### src/rtl/aes_pkg.sv
// Shared AES types and helpers for the decryption datapath.
// Byte 0 of a state is its most significant byte.
package aes_pkg;

    localparam int unsigned AES_STATE_W = 128;
    localparam int unsigned AES_BYTES   = 16;

    typedef logic [AES_STATE_W-1:0] aes_state_t;
    typedef logic [7:0]             aes_byte_t;

    typedef enum logic [1:0] {StIdle, StRun, StDone} isb_state_e;

    function automatic aes_byte_t get_byte(input aes_state_t s, input int unsigned i);
        return s[AES_STATE_W-1-8*i -: 8];
    endfunction

endpackage

### src/rtl/inv_sbox_sync.sv
// 256x8 AES inverse S-box ROM with a registered output (one-cycle read latency).
module inv_sbox_sync
    import aes_pkg::*;
(
    input  logic      clk,
    input  aes_byte_t a,
    output aes_byte_t y
);

    // Row r holds entries 16*r .. 16*r+15; entry 0 sits in the top byte.
    localparam logic [2047:0] INV_SBOX_TBL = {
        128'h52096ad53036a538bf40a39e81f3d7fb,
        128'h7ce339829b2fff87348e4344c4dee9cb,
        128'h547b9432a6c2233dee4c950b42fac34e,
        128'h082ea16628d924b2765ba2496d8bd125,
        128'h72f8f66486689816d4a45ccc5d65b692,
        128'h6c704850fdedb9da5e154657a78d9d84,
        128'h90d8ab008cbcd30af7e45805b8b34506,
        128'hd02c1e8fca3f0f02c1afbd0301138a6b,
        128'h3a9111414f67dcea97f2cfcef0b4e673,
        128'h96ac7422e7ad3585e2f937e81c75df6e,
        128'h47f11a711d29c5896fb7620eaa18be1b,
        128'hfc563e4bc6d279209adbc0fe78cd5af4,
        128'h1fdda8338807c731b11210592780ec5f,
        128'h60517fa919b54a0d2de57a9f93c99cef,
        128'ha0e03b4dae2af5b0c8ebbb3c83539961,
        128'h172b047eba77d626e169146355210c7d
    };

    always_ff @(posedge clk) begin
        y <= INV_SBOX_TBL[2047 - 8*int'(a) -: 8];
    end

endmodule

### src/rtl/inv_sub_bytes_seq.sv
// Sequential AES InvSubBytes: streams the captured state through LANES ROMs,
// LANES bytes per beat, with address issue and writeback overlapped.
module inv_sub_bytes_seq
    import aes_pkg::*;
#(
    parameter int unsigned LANES = 1
) (
    input  logic                   clk,
    input  logic                   reset,
    input  logic                   start,
    input  logic [AES_STATE_W-1:0] state_in,
    output logic                   busy,
    output logic                   done,
    output logic [AES_STATE_W-1:0] state_out
);

    localparam int unsigned NBEATS = AES_BYTES / LANES;
    localparam int unsigned BEAT_W = (NBEATS > 1) ? $clog2(NBEATS) : 1;

    typedef logic [BEAT_W-1:0] beat_t;
    localparam beat_t LAST_BEAT = beat_t'(NBEATS - 1);

    if (!(LANES == 1 || LANES == 2 || LANES == 4 || LANES == 8 || LANES == 16)) begin : g_bad_lanes
        $error("inv_sub_bytes_seq: LANES must be 1, 2, 4, 8 or 16");
    end

    isb_state_e st_q, st_d;
    aes_state_t cap_q, cap_d;
    aes_state_t out_q, out_d;
    logic       busy_q, busy_d;
    logic       done_q, done_d;
    beat_t      beat_q, beat_d;
    logic       issue_q, issue_d;
    logic       wb_valid_q, wb_valid_d;
    beat_t      wb_beat_q, wb_beat_d;

    aes_byte_t  rom_a [LANES];
    aes_byte_t  rom_y [LANES];

    always_comb begin
        for (int j = 0; j < int'(LANES); j++) begin
            rom_a[j] = get_byte(cap_q, int'(beat_q) * int'(LANES) + j);
        end
    end

    for (genvar g = 0; g < int'(LANES); g++) begin : g_lane
        inv_sbox_sync u_rom (
            .clk (clk),
            .a   (rom_a[g]),
            .y   (rom_y[g])
        );
    end

    always_comb begin
        st_d       = st_q;
        cap_d      = cap_q;
        out_d      = out_q;
        busy_d     = busy_q;
        done_d     = done_q;
        beat_d     = beat_q;
        issue_d    = issue_q;
        wb_valid_d = wb_valid_q;
        wb_beat_d  = wb_beat_q;
        unique case (st_q)
            StIdle, StDone: begin
                if (start) begin
                    cap_d      = state_in;
                    done_d     = 1'b0;
                    busy_d     = 1'b1;
                    beat_d     = '0;
                    issue_d    = 1'b1;
                    wb_valid_d = 1'b0;
                    st_d       = StRun;
                end
            end
            StRun: begin
                // ROM data registered this edge belongs to the beat issued now.
                wb_valid_d = issue_q;
                wb_beat_d  = beat_q;
                if (issue_q) begin
                    if (beat_q == LAST_BEAT) begin
                        issue_d = 1'b0;
                    end else begin
                        beat_d = beat_q + 1'b1;
                    end
                end
                if (wb_valid_q) begin
                    for (int j = 0; j < int'(LANES); j++) begin
                        out_d[AES_STATE_W-1 - 8*(int'(wb_beat_q) * int'(LANES) + j) -: 8] =
                            rom_y[j];
                    end
                    if (wb_beat_q == LAST_BEAT) begin
                        busy_d = 1'b0;
                        done_d = 1'b1;
                        st_d   = StDone;
                    end
                end
            end
            default: st_d = StIdle;
        endcase
    end

    always_ff @(posedge clk or posedge reset) begin
        if (reset) begin
            st_q       <= StIdle;
            cap_q      <= '0;
            out_q      <= '0;
            busy_q     <= 1'b0;
            done_q     <= 1'b0;
            beat_q     <= '0;
            issue_q    <= 1'b0;
            wb_valid_q <= 1'b0;
            wb_beat_q  <= '0;
        end else begin
            st_q       <= st_d;
            cap_q      <= cap_d;
            out_q      <= out_d;
            busy_q     <= busy_d;
            done_q     <= done_d;
            beat_q     <= beat_d;
            issue_q    <= issue_d;
            wb_valid_q <= wb_valid_d;
            wb_beat_q  <= wb_beat_d;
        end
    end

    assign busy      = busy_q;
    assign done      = done_q;
    assign state_out = out_q;

endmodule
### config.mk
export PLATFORM = sky130hd
export DESIGN_NAME = inv_sub_bytes_seq
export DESIGN_NICKNAME = d
export VERILOG_FILES = /design/src/rtl/aes_pkg.sv /design/src/rtl/inv_sbox_sync.sv /design/src/rtl/inv_sub_bytes_seq.sv
export SDC_FILE = /design/constraint.sdc
export NUM_CORES = 1
export LEC_CHECK = 0
export BUFFER_PORTS_ARGS = -buffer_cell sky130_fd_sc_hd__buf_4
export CELL_PAD_IN_SITES_DETAIL_PLACEMENT = 0
export CELL_PAD_IN_SITES_GLOBAL_PLACEMENT = 1
export CORE_MARGIN = 10
export CORE_UTILIZATION = 45
export CTS_BUF_LIST = sky130_fd_sc_hd__clkbuf_8 sky130_fd_sc_hd__clkbuf_16
export CTS_CLUSTER_DIAMETER = 50
export DETAILED_ROUTE_END_ITERATION = 7
export PLACE_DENSITY_LB_ADDON = 0.1
export SYNTH_ARGS = -nofsm -noshare
export SYNTH_HDL_FRONTEND = slang
export SYNTH_HIERARCHICAL = 1
export SYNTH_SLANG_ARGS = --single-unit
export TNS_END_PERCENT = 5
### constraint.sdc
create_clock -name clk -period 15.1 [get_ports clk]
set_input_delay 1.51 -clock clk [delete_from_list [all_inputs] [get_ports clk]]
set_output_delay 1.51 -clock clk [all_outputs]
set_load 0.01 [all_outputs]
==> results.yml <==
outcome:
  status: "finished, final reports clean"
placement:
  routabilityCongestion: 1.07
  io_buffers: 260
  dp_hpwl_mm: 37.7
clock_network:
  cts_buffers: 36
  cts.path.max_buffers: 3
  cts_root_buffer: "clkbuf_16"
  clk_pin_slew_ps: 60
  clock_latency_ps: 530
  post_cts_resize_count: 0
  post_cts_buffers: 0
  ctsHoldBuffers: 0
  cts.sinks: 278
  cts_tree: "done"
  h-tree-depth: 2
final_layout:
  drive_above_1_share_pct: 29.0
  nets: 1905
  n_antenna_cell: 0
  area_delta_synth_final_pct: 22.6
  layout_commonest_cell: "nand2_1"
  mostFrequentLayoutCells: "464 x nand2_1, 276 x buf_4, 269 x dfrtp_1, 128 x mux2_2, 67 x o21ai_0"
global_routing:
  global_route.usage.total_pct: 25.6
  grt_pass1_wl_mm: 81.8
  grt_overflow: 0
  grt_max_degree: 106
  antenna_found_initial: 1
  first_global_vias: 13171
setup_path:
  startpoint_type: "flop"
  crit_required_ps: 15510
  endpoint_kind: "flop"
  cp_max_fo: 42
  crit_arrival_ps: 5810
  path_class: "reg2reg"
synthesis:
  synth_seq_area_share_pct: 46.5
  synth-seq-cells: 278
  syn_nets: 1716
  yosys_warnings: 6
  synth_area_per_cell_um2: 9.50
  syn-cell-area_um2: 14900
  synth_edf_count: 0
  syn_inst: 1564
  synth-main-ff-cell: "dfrtp_1"
  yosysUniqueCellTypes: 73
  synth-async-reset-ratio_pct: 97.1
floorplan:
  placementRows: 66
  die-area_um2: 40700
  die_y_um: 202
  io_pins: 261
  initial_core_util_pct: 45.7
  die_w_um: 202
  core_area_um2: 32500
routing:
  first_pass_iters: 6
  drcViolationCount: 0
  ant_nets: 0
  initialDrtViolationCount: 1482
  vias: 13048
  viasPerCell: 5.87
  wl_per_cell_um: 24.1
  drt-total-wl_mm: 53.5
timing:
  worst_pin_slew_ps: 1230
  rsz0062_at_grt: "false"
  slew-limit-headroom_pct: 17.6
  finalCritPeriodShare_pct: 35.8
  fin_crit_ps: 5410
  max_freq_mhz: 185
  fin_worst_skew_ps: 15.0
  hold_viol: 0
  drv_slew: 0
  tns_ps: 0
  setup_viol: 0
min_path:
  hold_class: "reg2reg"
run:
  max_cap_violations: 0
worst paths after layout:
| check | from | to | slack (ps) | cells past startpoint |
|---|---|---|---|---|
| worst max-delay path | beat_q[2]$_DFFE_PP0P_ | g_lane[0].u_rom/y[1]$_DFF_P_ | 9690 | 10 |
| worst min-delay path | cap_q[51]$_DFFE_PP0P_ | cap_q[51]$_DFFE_PP0P_ | 470 | 2 |
| worst max register to register | beat_q[2]$_DFFE_PP0P_ | g_lane[0].u_rom/y[1]$_DFF_P_ | 9690 | 10 |
| worst min register to register | cap_q[51]$_DFFE_PP0P_ | cap_q[51]$_DFFE_PP0P_ | 470 | 2 |
| max in group asynchronous | reset | cap_q[69]$_DFFE_PP0P_ | 12380 | 3 |
| min in group asynchronous | reset | cap_q[20]$_DFFE_PP0P_ | 1090 | 2 |
cell type report:
| class | instances | area, um2 |
|---|---|---|
| timing repair buffer | 276 | 2070 |
| fill | 2967 | 14300 |
| sequential | 278 | 6920 |
| clock inverter | 25 | 332 |
| multi-input combinational | 1142 | 7310 |
| clock buffer | 40 | 956 |
| tap | 442 | 553 |
| inverter | 19 | 78.8 |
cells in the mapped netlist, types with 22 or more instances:
master    count  area (um2)
a21oi_1      52         260
a221oi_1     25         219
buf_2        40         200
clkbuf_1     62         233
dfrtp_1     270        6760
mux2_2      128        1440
mux2i_1      38         380
mux4_2       22         495
nand2_1     467        1750
nand2b_1     28         175
nand3_1      29         145
nor2_1       54         203
o21ai_0      67         335
cell families after synthesis:
logic type      after synthesis  synth area share (%)
flops                       278                  46.5
simple gates                655                  18.8
compound gates              277                  12.8
buf+inv                     144                  4.51
mux                         188                  15.6
fa+ha+maj                    21                  1.77
xor+xnor                      1                0.0589
state kept, by name (all words and copies together), names as in the netlist:
name	flops
cap_q	128
state_out	128
g_lane.u_rom/y	8
beat_q	4
wb_beat_q	4
st_q	2
busy	1
done	1
issue_q	1
wb_valid_q	1
per-stage QoR:
| stage | hold WS, ps | std cells | utilization (%) | worst slack (ps) | instance area [um2] |
|---|---|---|---|---|---|
| final | 472 | 2222 | 56.0 | 9690 | 18200 |
| after global placement | 453 | 2157 | 52.0 | 9860 | 16900 |
| after detailed placement | 459 | 2157 | 52.0 | 9870 | 16900 |
| after global routing | 492 | 2222 | 56.0 | 9340 | 18200 |
| after floorplan | 440 | 1564 | - | 6150 | 14900 |
| after CTS | 474 | 2222 | 56.0 | 9840 | 18200 |
layer usage:
metal / global-route usage (%) / share of wire (%)
met1: 33.0 / 41
met2: 40.5 / 46
met3: 5.90 / 8.5
met4: 10.7 / 4.3
met5: 0 / 0.026
critical path, stage by stage, from the launching register on:
cell and delay (ps):
dfrtp_1 590, nor2b_1 1020, a221oi_1 360, o21ai_0 390, nand2_4 270, inv_2 700, nand2_1 240, and3_1 250
a2111oi_0 1010, o41ai_1 130, o221a_2 270
Power is left out: the tool's default activity adds up to more than one toggle a clock period on the data nets, which glitch-free logic cannot reach.
